$ cat src/rtl/seven_seg_scan_decoder.sv
// ============================================================================
// seven_seg_scan_decoder : readback of a scanned, active-low 7-segment display
// Rev 1.0 : first release
// ============================================================================
`default_nettype none

module seven_seg_scan_decoder #(
  parameter int STABLE_CYCLES = 2,
  parameter int FRAME_TIMEOUT = 1024
) (
  input  logic        clk,
  input  logic        reset,
  input  logic [3:0]  digit_select,
  input  logic [6:0]  led_select,
  output logic [15:0] value,
  output logic [3:0]  blank_mask,
  output logic [3:0]  minus_mask,
  output logic [3:0]  err_mask,
  output logic        frame_valid,
  output logic        value_changed,
  output logic        sel_error,
  output logic        timeout
);

  localparam int              TW       = $clog2(FRAME_TIMEOUT + 1);
  localparam logic [7:0]      STABLE_N = 8'(STABLE_CYCLES);
  localparam logic [TW-1:0]   TMO_LAST = TW'(FRAME_TIMEOUT - 1);

  localparam logic [0:0] IDLE  = 1'b0;
  localparam logic [0:0] TRACK = 1'b1;

  logic [3:0]    sel_q, sel_d;
  logic [6:0]    seg_q, seg_d;
  logic [0:0]    state_q, state_d;
  logic [3:0]    trk_sel_q, trk_sel_d;
  logic [6:0]    trk_seg_q, trk_seg_d;
  logic [7:0]    cnt_q, cnt_d;
  logic [3:0]    collected_q, collected_d;
  logic [TW-1:0] tmo_q, tmo_d;
  logic [15:0]   stg_val_q, stg_val_d;
  logic [3:0]    stg_blank_q, stg_blank_d;
  logic [3:0]    stg_minus_q, stg_minus_d;
  logic [3:0]    stg_err_q, stg_err_d;
  logic [15:0]   value_q, value_d;
  logic [3:0]    blank_q, blank_d;
  logic [3:0]    minus_q, minus_d;
  logic [3:0]    err_q, err_d;
  logic          frame_valid_q, frame_valid_d;
  logic          value_changed_q, value_changed_d;
  logic          sel_error_q, sel_error_d;
  logic          timeout_q, timeout_d;

  logic          sel_idle, sel_legal, sel_illegal;
  logic          capture;
  logic [1:0]    dig_idx;
  logic [3:0]    nibble;
  logic          dec_ok, pat_blank, pat_minus;
  logic          do_complete, tmo_hit, capture_eff;

  assign sel_d       = digit_select;
  assign seg_d       = led_select;
  assign sel_idle    = (sel_q == 4'hF);
  assign sel_legal   = $onehot(~sel_q);
  assign sel_illegal = !sel_idle && !sel_legal;

  // State register (also holds all datapath flops)
  always_ff @(posedge clk or negedge reset) begin
    if (!reset) begin
      sel_q           <= 4'hF;
      seg_q           <= 7'h7F;
      state_q         <= IDLE;
      trk_sel_q       <= 4'hF;
      trk_seg_q       <= 7'h7F;
      cnt_q           <= 8'd0;
      collected_q     <= 4'd0;
      tmo_q           <= '0;
      stg_val_q       <= 16'd0;
      stg_blank_q     <= 4'd0;
      stg_minus_q     <= 4'd0;
      stg_err_q       <= 4'd0;
      value_q         <= 16'd0;
      blank_q         <= 4'd0;
      minus_q         <= 4'd0;
      err_q           <= 4'd0;
      frame_valid_q   <= 1'b0;
      value_changed_q <= 1'b0;
      sel_error_q     <= 1'b0;
      timeout_q       <= 1'b0;
    end else begin
      sel_q           <= sel_d;
      seg_q           <= seg_d;
      state_q         <= state_d;
      trk_sel_q       <= trk_sel_d;
      trk_seg_q       <= trk_seg_d;
      cnt_q           <= cnt_d;
      collected_q     <= collected_d;
      tmo_q           <= tmo_d;
      stg_val_q       <= stg_val_d;
      stg_blank_q     <= stg_blank_d;
      stg_minus_q     <= stg_minus_d;
      stg_err_q       <= stg_err_d;
      value_q         <= value_d;
      blank_q         <= blank_d;
      minus_q         <= minus_d;
      err_q           <= err_d;
      frame_valid_q   <= frame_valid_d;
      value_changed_q <= value_changed_d;
      sel_error_q     <= sel_error_d;
      timeout_q       <= timeout_d;
    end
  end

  // Next-state: debounce tracking and single-shot capture strobe
  always_comb begin
    state_d   = state_q;
    trk_sel_d = trk_sel_q;
    trk_seg_d = trk_seg_q;
    cnt_d     = cnt_q;
    capture   = 1'b0;
    if (!sel_legal) begin
      state_d = IDLE;
      cnt_d   = 8'd0;
    end else if (state_q == TRACK && sel_q == trk_sel_q && seg_q == trk_seg_q) begin
      if (cnt_q < STABLE_N) begin
        cnt_d   = cnt_q + 8'd1;
        capture = ((cnt_q + 8'd1) == STABLE_N);
      end
    end else begin
      state_d   = TRACK;
      trk_sel_d = sel_q;
      trk_seg_d = seg_q;
      cnt_d     = 8'd1;
      capture   = (STABLE_N == 8'd1);
    end
  end

  always_comb begin
    dig_idx = 2'd0;
    for (int i = 0; i < 4; i++) begin
      if (!sel_q[i]) dig_idx = 2'(i);
    end
  end

  always_comb begin
    nibble = 4'd0;
    dec_ok = 1'b1;
    case (~seg_q)
      7'h3F: nibble = 4'h0;
      7'h06: nibble = 4'h1;
      7'h5B: nibble = 4'h2;
      7'h4F: nibble = 4'h3;
      7'h66: nibble = 4'h4;
      7'h6D: nibble = 4'h5;
      7'h7D: nibble = 4'h6;
      7'h07: nibble = 4'h7;
      7'h7F: nibble = 4'h8;
      7'h6F: nibble = 4'h9;
      7'h77: nibble = 4'hA;
      7'h7C: nibble = 4'hB;
      7'h39: nibble = 4'hC;
      7'h5E: nibble = 4'hD;
      7'h79: nibble = 4'hE;
      7'h71: nibble = 4'hF;
      default: dec_ok = 1'b0;
    endcase
  end

  assign pat_blank   = (seg_q == 7'h7F);
  assign pat_minus   = (seg_q == 7'h3F);
  assign do_complete = (collected_q == 4'hF);
  assign tmo_hit     = !do_complete && (collected_q != 4'd0) && (tmo_q == TMO_LAST);
  // The timeout discards the partial frame, so a coincident capture is lost
  assign capture_eff = capture && !tmo_hit;

  // Output/datapath: staging, frame assembly, timeout and status pulses
  always_comb begin
    stg_val_d       = stg_val_q;
    stg_blank_d     = stg_blank_q;
    stg_minus_d     = stg_minus_q;
    stg_err_d       = stg_err_q;
    collected_d     = do_complete ? 4'd0 : collected_q;
    tmo_d           = (do_complete || collected_q == 4'd0 || tmo_hit) ? '0 : tmo_q + 1'b1;
    value_d         = value_q;
    blank_d         = blank_q;
    minus_d         = minus_q;
    err_d           = err_q;
    frame_valid_d   = 1'b0;
    value_changed_d = 1'b0;
    sel_error_d     = sel_illegal;
    timeout_d       = tmo_hit;

    if (tmo_hit) begin
      collected_d = 4'd0;
      stg_val_d   = 16'd0;
      stg_blank_d = 4'd0;
      stg_minus_d = 4'd0;
      stg_err_d   = 4'd0;
    end

    if (do_complete) begin
      value_d         = stg_val_q;
      blank_d         = stg_blank_q;
      minus_d         = stg_minus_q;
      err_d           = stg_err_q;
      frame_valid_d   = 1'b1;
      value_changed_d = (stg_val_q != value_q);
    end

    if (capture_eff) begin
      stg_val_d[{dig_idx, 2'b00} +: 4] = (pat_blank || pat_minus || !dec_ok) ? 4'd0 : nibble;
      stg_blank_d[dig_idx]             = pat_blank;
      stg_minus_d[dig_idx]             = pat_minus;
      stg_err_d[dig_idx]               = !pat_blank && !pat_minus && !dec_ok;
      collected_d[dig_idx]             = 1'b1;
    end
  end

  assign value         = value_q;
  assign blank_mask    = blank_q;
  assign minus_mask    = minus_q;
  assign err_mask      = err_q;
  assign frame_valid   = frame_valid_q;
  assign value_changed = value_changed_q;
  assign sel_error     = sel_error_q;
  assign timeout       = timeout_q;

endmodule

`default_nettype wire

$ cat config.mk
export PLATFORM = sky130hd
export DESIGN_NAME = seven_seg_scan_decoder
export DESIGN_NICKNAME = d
export VERILOG_FILES = /design/src/rtl/seven_seg_scan_decoder.sv
export SDC_FILE = /design/constraint.sdc
export NUM_CORES = 1
export LEC_CHECK = 0
export CORE_ASPECT_RATIO = 0.7
export CORE_MARGIN = 2
export CORE_UTILIZATION = 60
export DETAILED_ROUTE_END_ITERATION = 6
export PLACE_DENSITY = 0.92
export SETUP_SLACK_MARGIN = 0.1
export SYNTH_ARGS = -nofsm -noshare
export SYNTH_HDL_FRONTEND = slang
export SYNTH_SLANG_ARGS = --single-unit
$ cat constraint.sdc
create_clock -name clk -period 6 [get_ports clk]
set_input_delay 0.9 -clock clk [delete_from_list [all_inputs] [get_ports clk]]
set_output_delay 0.9 -clock clk [all_outputs]
set_load 0.1 [all_outputs]
# Word-level counts from Yosys, hierarchy flattened
# Cells that the tools add are included.
# classes
n_addsub,6
magnitude_cmp,3
eq_ne,28
shift,2
mux,34
bitwise_logic,4
reduce_logical,24
# op_table
operator,n
$eq A7 B7 Y1 const B,13
$pmux W4 S15,1
$mux W4,10
$mux W16,2
$mux W8,3
$eq A7 B6 Y1 const B,3
$bwmux W16,1
$ne A16 B16 Y1,1
$reduce_or A16 Y1,1
$shift A4 B6 Y16 const A,1
$shiftx A4 B6 Y16,1
$eq A7 B3 Y1 const B,2
$bwmux W4,3
$add A11 B1 Y11 const B,1
$eq A11 B10 Y1 const B,1
$mux W11,1
$mux W1,10
$logic_and A1 B1 Y1,9
$add A8 B1 Y8 const B,1
$eq A4 B4 Y1 const B,2
$eq A8 B2 Y1 const B,1
$lt A8 B2 Y1 const B,1
$eq A7 B7 Y1,1
$logic_not A1 Y1,7
19 further kinds,24
# word_totals
regBits,106
input_bits,13
output_inout_bits,32
wordCells,121

# Logic depth before layout (Yosys ltp)
# Gate-level depths: netlist of run 1.
# depth
ltp_word,10
ltp_mapped,11
ltp_nobuf,11

# Least setup slack after synthesis of run 1
# No wires, ideal clock.
# synth_timing
path_type,reg2reg
from,register sel_q[1]
to,register collected_q[1]
setup_time_ns,0.083
arrival_time_ns,2.812
required_time_ns,5.917
setup_slack_ns,3.104
path_stages_with_launch,12
n_path_buf,0
period_less_slack_ns,2.896
path_cell_list,dfstp_2 fa_1 inv_1 ha_1 ha_1 nor2_1 nand2_1 clkinv_1 nand3_1 nor4_1 nand3_1 o21ai_0
# synth_via
elab_chain_cells,9
word_cells_on_any_way,20
cone_classes,add/sub (2); order compare (2); eq/ne (2); mux (8); bitwise (2); reduce/logical (4)
# synth_lines
element,line,text
start: declaration,32,"logic [3:0] sel_q, sel_d;"
start signal: assignment,90,sel_q <= sel_d;
$mux W1,140,if (!sel_q[i]) dig_idx = 2'(i);
$mux W2 (2 in series),140,
$lt A2 B3 Y1 (implied by the code) / $ge A2 B1 Y1 (equally long branches),214,collected_d[dig_idx] = 1'b1;
$logic_and A1 B1 Y1 (implied by the code),214,
$mux W1 (implied by the code),214,
$demux W1 S2,214,
$or A4 B4 Y4 (no line),n/a,
$mux W4 *,209,if (capture_eff) begin
net collected_d[1],38,"logic [3:0] collected_q, collected_d;"
end signal: assignment,96,collected_q <= collected_d;
end: declaration,38,
# Mark *: on every way through the listed nets, which the timed path passes. The rest lies on a longest branch.
# A chain may end at the register's enable or synchronous reset.

# Final worst setup path of run 1
# layout_timing
from,register sel_q[3]
to,register collected_q[0]
# layout_via
elab_chain_cells,7
word_cells_on_any_way,18
cone_classes,add/sub (2); order compare (2); eq/ne (2); mux (6); bitwise (2); reduce/logical (4)
# layout_lines
element,line
"$mux W2, or another cell as far along",140
"$lt A2 B3 Y1 (implied by the code), or another cell as far along",214
"$logic_and A1 B1 Y1 (implied by the code), or another cell as far along",214
"$mux W1 (implied by the code), or another cell as far along",214
$demux W1 S2 / $mux W1 (equally long branches),"214, 120"
$or A4 B4 Y4 (no line) / $logic_and A1 B1 Y1 (equally long branches),n/a
$mux W4 *,209
net collected_d[0],38
# Marks and branches as above.

==> flow_summary.toml, run 1 <==
[synthesis]
yosysTopAreaCell = "dfrtp_1"
synth_warnings = 0
synth_top_area_share_pct = 41.0
seq_area_frac_synth_pct = 52.3
synth_seq_cells = 106
yosysUniqueCellTypes = 52
synth_edf_count = 0
syn_nets = 523
synth_area_per_cell_sq_um = 10.2
syn_inst = 503
async_flop_share_pct = 100
ys.flop_type = "dfrtp_1"
synth_area_sq_mm = 0.00512
synthTopCellsByArea = "dfrtp_1 41%, dfstp_2 11%, nand2_1 10%"

[clocking]
cts_tree = "yes"
cts_hold_buf = 0
cts.path.max_buffers = 2
htreeDepth = 3
root_buffer = "clkbuf_16"
cts_sinks = 106
numCtsBuffers = 9
worstSkewPairLatency_ns = 0.35
clk_pin_slew_ns = 0.08
post_cts_resized = 0
post_cts_buffers = 0

[critical_path]
r2r_end = "collected_q[0]"
r2r_slack_ns = 1.87
r2r_cells = 11
timing.rr.start = "sel_q[3]"
cp_max_fo = 14
critPathKind = "reg2reg"
cp-startpoint = "sel_q[3]"
cp.required_ns = 6.24
cp.arrival_ns = 4.37
endpoint_kind = "flip-flop"
crit_path_start_kind = "flip-flop"
crit_path_end = "collected_q[0]"

[sta]
setup_ws_ns = 1.87
finalSetupTns_ns = 0
fmax_mhz = 242
fin_hold_ws_ns = 0.472
fin_crit_sh_pct = 68.9
report.final.slew_viol_count = 0
final_hold_viol_count = 0
slew-limit-headroom_pct = 20.7
tightest_slew_ns = 1.18
rsz0062_at_grt = "no"
setup_viol_count_final = 0
finClkSkew_ns = 0.0132
post-route-min-period_ns = 4.13

[status]
status = "finished, final reports clean"

[cells_and_area]
final_common_cell = "nand2_1"
fin_util_pct = 70.2
nNetsFinal = 557
final_cell_mix = "141 x nand2_1, 84 x dfrtp_1, 43 x clkdlybuf4s50_1"
fin_cells = 647
antenna_cells = 0
drive_gt1_share_pct = 10.9
syn_to_final_growth_pct = 14.8

[global_route]
grt_pass1_wl_mm = 17.7
antenna_found_initial = 0
grt_use_total_pct = 24.6
grt_max_degree = 66
grt_overflow_total = 0
grt_pass1_vias = 3725

[detailed_routing]
wl_met1_mm = 4.77
top_layer = "met4"
drtPass1Iterations = 5
drc = 0
met2_length_mm = 5.06
wl_mm = 10.6
vias_per_cell = 6.01
drt_iter0_markers = 316
ant_nets = 0
wire_per_inst_microns = 16.4
wl_met3_microns = 618
vias = 3886

[die]
die_h_microns = 81.3
start_util_pct = 61.2
die_x_microns = 114
core_area_sq_mm = 0.00837
fp-row-count = 28
boundaryPins = 45
die-area_sq_mm = 0.00931

[power_and_ir_drop]
power_density_mw_per_mm2 = 274
p_leak_nw = 2.65
ir_drop_uv = 276

[placement]
place_hpwl_mm = 7.41
place_congestion = 0.856
dp_worst_setup_slack_ns = 2.01
numPortBuffers = 44
dp_cells = 631

[flow_run]
cap_violations = 0

[hold_path]
hold_depth = 2
hold_path_class = "reg2reg"
-- power by group --
part | total (W) | switching, W | internal [W]
logic | 0.000187 | 0.000104 | 0.0000827
registers | 0.000833 | 0.0000501 | 0.000783
clock network | 0.000593 | 0.000266 | 0.000327
total | 0.00161 | 0.000420 | 0.00119
-- synthesized netlist by cell type, drive strengths merged, types with 2 or more instances --
master,n
xor2,4
nor3,6
a21oi,5
nor4b,3
clkbuf,10
nand2b,3
or3,6
buf,14
or3b,3
nor2,13
ha,6
o21ai,16
a2111oi,2
a31oi,5
mux2i,28
dfstp,22
nand4b,2
inv,12
dfrtp,84
nor4,16
and4,3
mux2,6
and3,3
nand3,13
or4,2
nand2,142
nor2b,2
a211oi,2
o21a,4
and2,8
xnor2,29
nand4,16
-- worst max-delay path: stages, from the launching register on --
cell      delay, ns
dfstp_2        0.70
fa_1           0.46
inv_1          0.07
ha_1           0.14
ha_1           0.22
nor2_1         0.11
nand2_1        0.40
clkinv_1       0.33
nand3_1        0.10
nor4_1         0.90
nand3_1        0.28
o21ai_0        0.32
-- per-stage QoR --
step	total power [W]	area, sq um
after floorplan	0.000978	5120
after detailed placement	0.00103	5580
after CTS	0.00162	5880
after global placement	0.00102	5580
after global routing	0.00168	5880
final	0.00161	5880
-- state kept, by name, indices dropped and copies added, names as in the netlist --
| signal | count |
|---|---|
| blank_mask | 4 |
| cnt_q | 8 |
| collected_q | 4 |
| err_mask | 4 |
| frame_valid | 1 |
| minus_mask | 4 |
| seg_q | 7 |
| sel_error | 1 |
| sel_q | 4 |
| state_q | 1 |
| stg_blank_q | 4 |
| stg_err_q | 4 |
| stg_minus_q | 4 |
| stg_val_q | 16 |
| timeout | 1 |
| tmo_q | 11 |
| trk_seg_q | 7 |
| trk_sel_q | 4 |
| value | 16 |
| value_changed | 1 |
-- worst min path at each step --
stage              startpoint             to  slack [ns]
5_1_grt         minus_mask[1]  minus_mask[1]        0.50
3_5_place_dp   stg_blank_q[1]  blank_mask[1]        0.46
6_report         stg_err_q[1]    err_mask[1]        0.47
2_1_floorplan  stg_blank_q[0]  blank_mask[0]        0.44
3_3_place_gp   stg_minus_q[2]  minus_mask[2]        0.45
4_1_cts          trk_sel_q[0]   trk_sel_q[0]        0.48
-- layer usage --
metal | up-vias | global-route usage [%]
met1 | 1944 | 33.2
met2 | 137 | 40.0
met4 | 0 | 7.56
met3 | 20 | 6.12
met5 | - | 0
li1 | 1785 | -
-- cell type report --
class                           instances  area (sq um)
Timing Repair Buffer                   47           460
Fill cell                             600          2490
Multi-Input combinational cell        360          2260
Sequential cell                       106          2680
Clock buffer                            9           225
Tap cell                              105           131
Inverter                               13          48.8
Clock inverter                          7          75.1
-- kinds of logic (layout without fill, tap and decap cells) --
family                   count (synthesis)  in the layout  synth area share (%)
multiplexers                            34             34                  6.79
adder cells (fa/ha/maj)                  7              7                  1.86
buffers and inverters                   37             76                  3.57
AND/OR/NAND/NOR                        244            244                  24.0
XOR/XNOR                                33             33                  6.23
AO/OA/AOI/OAI                           42             42                  5.23
flip-flops                             106            106                  52.3
No activity file was read; power rests on OpenSTA's default activity.
==> run 2, diff against run 1 <==
--- a/config.mk
+++ b/config.mk
@@ -7,9 +7,9 @@
 export LEC_CHECK = 0
 export CORE_ASPECT_RATIO = 0.7
 export CORE_MARGIN = 2
-export CORE_UTILIZATION = 60
+export CORE_UTILIZATION = 58
 export DETAILED_ROUTE_END_ITERATION = 6
-export PLACE_DENSITY = 0.92
+export PLACE_DENSITY = 0.9
 export SETUP_SLACK_MARGIN = 0.1
 export SYNTH_ARGS = -nofsm -noshare
 export SYNTH_HDL_FRONTEND = slang
==> constraint.sdc (replaced) <==
create_clock -name clk -period 4.3 [get_ports clk]
set_input_delay 0.645 -clock clk [delete_from_list [all_inputs] [get_ports clk]]
set_output_delay 0.645 -clock clk [all_outputs]
set_load 0.1 [all_outputs]
==> flow_summary.toml, run 2 (same netlist as run 1, synthesis figures left out) <==
[status]
status = "finished, final reports clean"

[cells_and_area]
fin_area_sq_mm = 0.00587
fin_cells = 662
antenna_cells = 0
nNetsFinal = 558
final_cell_mix = "141 x nand2_1, 84 x dfrtp_1, 43 x clkdlybuf4s50_1"
syn_to_final_growth_pct = 14.6
drive_gt1_share_pct = 10.3
final_common_cell = "nand2_1"

[sta]
tightest_slew_ns = 1.01
fmax_mhz = 303
slew-limit-headroom_pct = 31.3
fin_crit_sh_pct = 76.7
final_hold_viol_count = 0
finClkSkew_ns = 0.00507
finalSetupTns_ns = 0
setup_viol_count_final = 0
rsz0062_at_grt = "no"
post-route-min-period_ns = 3.30
report.final.slew_viol_count = 0

[clocking]
root_buffer = "clkbuf_16"
cts.path.max_buffers = 2
cts_hold_buf = 0
cts_sinks = 106
cts_tree = "yes"
clk_pin_slew_ns = 0.06
post_cts_resized = 0
numCtsBuffers = 9
worstSkewPairLatency_ns = 0.34
post_cts_buffers = 0
htreeDepth = 3

[die]
boundaryPins = 45
core_area_sq_mm = 0.00851
die_x_microns = 116
fp-row-count = 28
die-area_sq_mm = 0.00961
start_util_pct = 60.2
die_h_microns = 82.6

[detailed_routing]
ant_nets = 0
drt_iter0_markers = 366
wire_per_inst_microns = 16.2
vias = 3792
drc = 0
wl_mm = 10.7
drtPass1Iterations = 5
vias_per_cell = 5.73

[power_and_ir_drop]
ir_drop_uv = 328
power_density_mw_per_mm2 = 369
total_power_w = 0.00216
p_leak_nw = 2.63

[placement]
dpl_cell_area_sq_mm = 0.00561
numPortBuffers = 44
dp_cells = 647
place_congestion = 0.830
place_hpwl_mm = 7.39

[global_route]
grt_overflow_total = 0
antenna_found_initial = 0
grt_pass1_vias = 3855
grt_max_degree = 82
grt_pass1_wl_mm = 18.3
grt_use_total_pct = 24.8

[critical_path]
timing.rr.start = "sel_q[3]"
cpLargestDelayFamily = "simple AND/OR/NAND/NOR gates"
cp.required_ns = 4.55
cp_num_buf_inv = 3
cp.arrival_ns = 3.55
r2r_slack_ns = 1.00
worst_path_max_delay_cell = "dfstp_2"
cpPeakStageDelay_ns = 0.69
crit_chain = "fa_1 > inv_1 > ha_1 > ha_1 > nor2_1 > nand2_1 > clkinv_1 > nand3_1 > nor4_1 > buf_4 > nand3_1 > o21ai_0"
crit_path_start_kind = "flip-flop"
cp_max_fo = 14
r2r_end = "collected_q[0]"
endpoint_kind = "flip-flop"
critPathKind = "reg2reg"
r2r_cells = 12

[flow_run]
cap_violations = 0

[hold_path]
hold_path_class = "in2async"
## run 2: cell count changes in the layout (fill, tap and decap cells not counted), sizes merged
cell and change:
bufinv -1, inv -3, clkinv -1, clkbuf +4, buf +1
## run 2: worst max path at each step
stage                     end  depth (start not counted)  startpoint
5_1_grt        collected_q[3]                         12    sel_q[3]
6_report       collected_q[0]                         12    sel_q[3]
4_1_cts        collected_q[2]                         12    sel_q[3]
3_3_place_gp   collected_q[1]                         12    sel_q[3]
3_5_place_dp   collected_q[2]                         12    sel_q[3]
2_1_floorplan  collected_q[1]                         11    sel_q[1]
## run 2: final cells by class
cell class / count / area [sq um]
fill: 629 / 2640
timing repair buffer: 48 / 468
clock inverter: 2 / 13.8
multi-input combinational: 360 / 2260
sequential: 106 / 2680
inverter: 13 / 48.8
tap: 120 / 150
clock buffer: 13 / 250
## run 2: report_power, final
group / leakage, nW / switching, W / total, W / internal [W]
registers: 1.40 / 0.0000699 / 0.00116 / 0.00109
logic: 1.11 / 0.000146 / 0.000262 / 0.000116
clock network: 0.130 / 0.000333 / 0.000739 / 0.000406
## run 2: metal layers
layer / global-route usage, % / routed length [microns] / part of all wire [%]
met5: 0 / 0 / 0
met4: 7.62 / 145 / 1.4
met2: 40.7 / 5190 / 48
met1: 33.5 / 4940 / 46
met3: 5.11 / 449 / 4.2
## run 2: stage by stage
step	hold WS [ns]	util (%)	setup slack, ns
detailed placement	0.461	65.9	1.06
finish	0.454	69.0	1.00
floorplan	0.349	-	1.40
global placement	0.458	65.9	1.16
global route	0.495	69.0	0.698
CTS	0.471	69.0	1.04
==> run 3, diff against run 2 <==
==> constraint.sdc (replaced) <==
create_clock -name clk -period 3.2 [get_ports clk]
set_input_delay 0.48 -clock clk [delete_from_list [all_inputs] [get_ports clk]]
set_output_delay 0.48 -clock clk [all_outputs]
set_load 0.1 [all_outputs]
==> flow_summary.toml, run 3 (same netlist as run 1, synthesis figures left out) <==
[status]
status = "finished, final reports clean"

[placement]
place_congestion = 0.814
place_hpwl_mm = 7.69
dpl_cell_area_sq_mm = 0.00558
numPortBuffers = 44
dp_cells = 650

[die]
fp-row-count = 28
start_util_pct = 60.2
die_x_microns = 116
boundaryPins = 45
die_h_microns = 82.6
core_area_sq_mm = 0.00851
die-area_sq_mm = 0.00961

[clocking]
cts_sinks = 106
numCtsBuffers = 9
clk_pin_slew_ns = 0.07
root_buffer = "clkbuf_16"
cts_tree = "yes"
cts.path.max_buffers = 2
worstSkewPairLatency_ns = 0.35
htreeDepth = 3

[power_and_ir_drop]
power_density_mw_per_mm2 = 515
ir_drop_uv = 429
p_leak_nw = 2.71
internal-power_w = 0.00226
pwr-share-comb_pct = 12.2
switching_power_w = 0.000771
power_frac_clock_pct = 36.2
p_sw_share_pct = 25.4
seq_power_share_pct = 51.6

[detailed_routing]
vias = 3854
ant_nets = 0
vias_per_cell = 5.78
wire_per_inst_microns = 16.7
drtPass1Iterations = 5
drc = 0
wl_mm = 11.2
drt_iter0_markers = 238

[cells_and_area]
final_cell_mix = "141 x nand2_1, 84 x dfrtp_1, 30 x buf_4"
fin_area_sq_mm = 0.00589
nNetsFinal = 562
syn_to_final_growth_pct = 14.9
antenna_cells = 0
drive_gt1_share_pct = 15.4
fin_cells = 667
fill_cells = 596
final_common_cell = "nand2_1"
fin_util_pct = 69.2

[critical_path]
crit_chain = "fa_1 > inv_1 > ha_1 > ha_1 > nor2_1 > nand2_1 > buf_4 > nor4_4 > mux2i_1"
cp_num_buf_inv = 2
endpoint_kind = "flip-flop"
cp_max_fo = 8
cp.required_ns = 3.45
cp-startpoint = "sel_q[1]"
cpPeakStageDelay_ns = 0.61
critPathKind = "reg2reg"
cpLargestDelayFamily = "simple AND/OR/NAND/NOR gates"
cpMostUsedCell = "ha_1"
cp.arrival_ns = 3.22
crit_path_start_kind = "flip-flop"
timing.rr.start = "sel_q[1]"
worst_path_max_delay_cell = "dfstp_2"

[global_route]
grt_max_degree = 93
grt_use_total_pct = 25.0
antenna_found_initial = 0
grt_overflow_total = 0
grt_pass1_wl_mm = 18.5
grt_pass1_vias = 3779

[hold_path]
hold_path_class = "in2async"

[sta]
fin_crit_sh_pct = 92.7
setup_viol_count_final = 0
post-route-min-period_ns = 2.97
rsz0062_at_grt = "no"
report.final.slew_viol_count = 0
finClkSkew_ns = 0.0103
tightest_slew_ns = 1.12
finalSetupTns_ns = 0
fin_hold_ws_ns = 0.332
final_hold_viol_count = 0
slew-limit-headroom_pct = 25.3
fmax_mhz = 337

[flow_run]
cap_violations = 0
==> run 3: cell count changes in the layout (fill, tap and decap cells not counted), sizes merged <==
cell / previous run / this run
bufinv: 0 / 1
clkbuf: 13 / 12
buf: 5 / 30
clkinvlp: 0 / 1
clkdlybuf4s50: 43 / 22
==> run 3: timing repair <==
| action | in CTS | in global routing |
|---|---|---|
| resized for setup | 0 | 1 |
| hold buffers | 0 | 0 |
| setup buffers | 0 | 1 |
| setup endpoints to repair | 0 | 11 |
==> run 3: path summary, 6_finish.rpt <==
check | end | slack [ns] | cells past startpoint
min in group clk | minus_mask[3] | 0.48 | 2
hold reg to reg | minus_mask[3] | 0.48 | 2
hold / removal | tmo_q[4] | 0.33 | 1
setup reg to reg | stg_val_q[9] | 0.23 | 9
max in group asynchronous | value[0] | 2.06 | 2
setup / recovery | stg_val_q[9] | 0.23 | 9
==> run 3: final cells by class <==
class                   instances  area (sq um)  share of cell area, %
clock buffers                  12           246                   4.19
repair buffers                 52           445                   7.56
inverters                      13          48.8                  0.829
multi-input cells             360          2270                   38.5
flip-flops and latches        106          2680                   45.5
clock inverters                 4          51.3                  0.871
well taps                     120           150                   2.55
==> run 3: stage by stage <==
step	setup WS, ns	total power, W
detailed placement	0.183	0.00195
global placement	0.379	0.00192
CTS	0.175	0.00304
finish	0.233	0.00303
global route	0.110	0.00315
floorplan	0.304	0.00183
==> run 3: power groups by stage <==
stage | logic [W] | clock network [W] | registers (W)
floorplan | 0.000268 | 0 | 0.00157
global placement | 0.000345 | 0 | 0.00158
detailed placement | 0.000360 | 0 | 0.00159
CTS | 0.000367 | 0.00111 | 0.00156
global route | 0.000405 | 0.00117 | 0.00158
finish | 0.000370 | 0.00110 | 0.00157
==> run 3: routing by layer <==
layer	part of all wire (%)	wire length, microns	vias up	global-route usage (%)
li1	-	-	1799	-
met1	44	4940	1916	33.0
met2	49	5520	123	41.6
met3	5.0	562	16	6.42
met4	1.3	143	0	6.19
met5	0	0	-	0
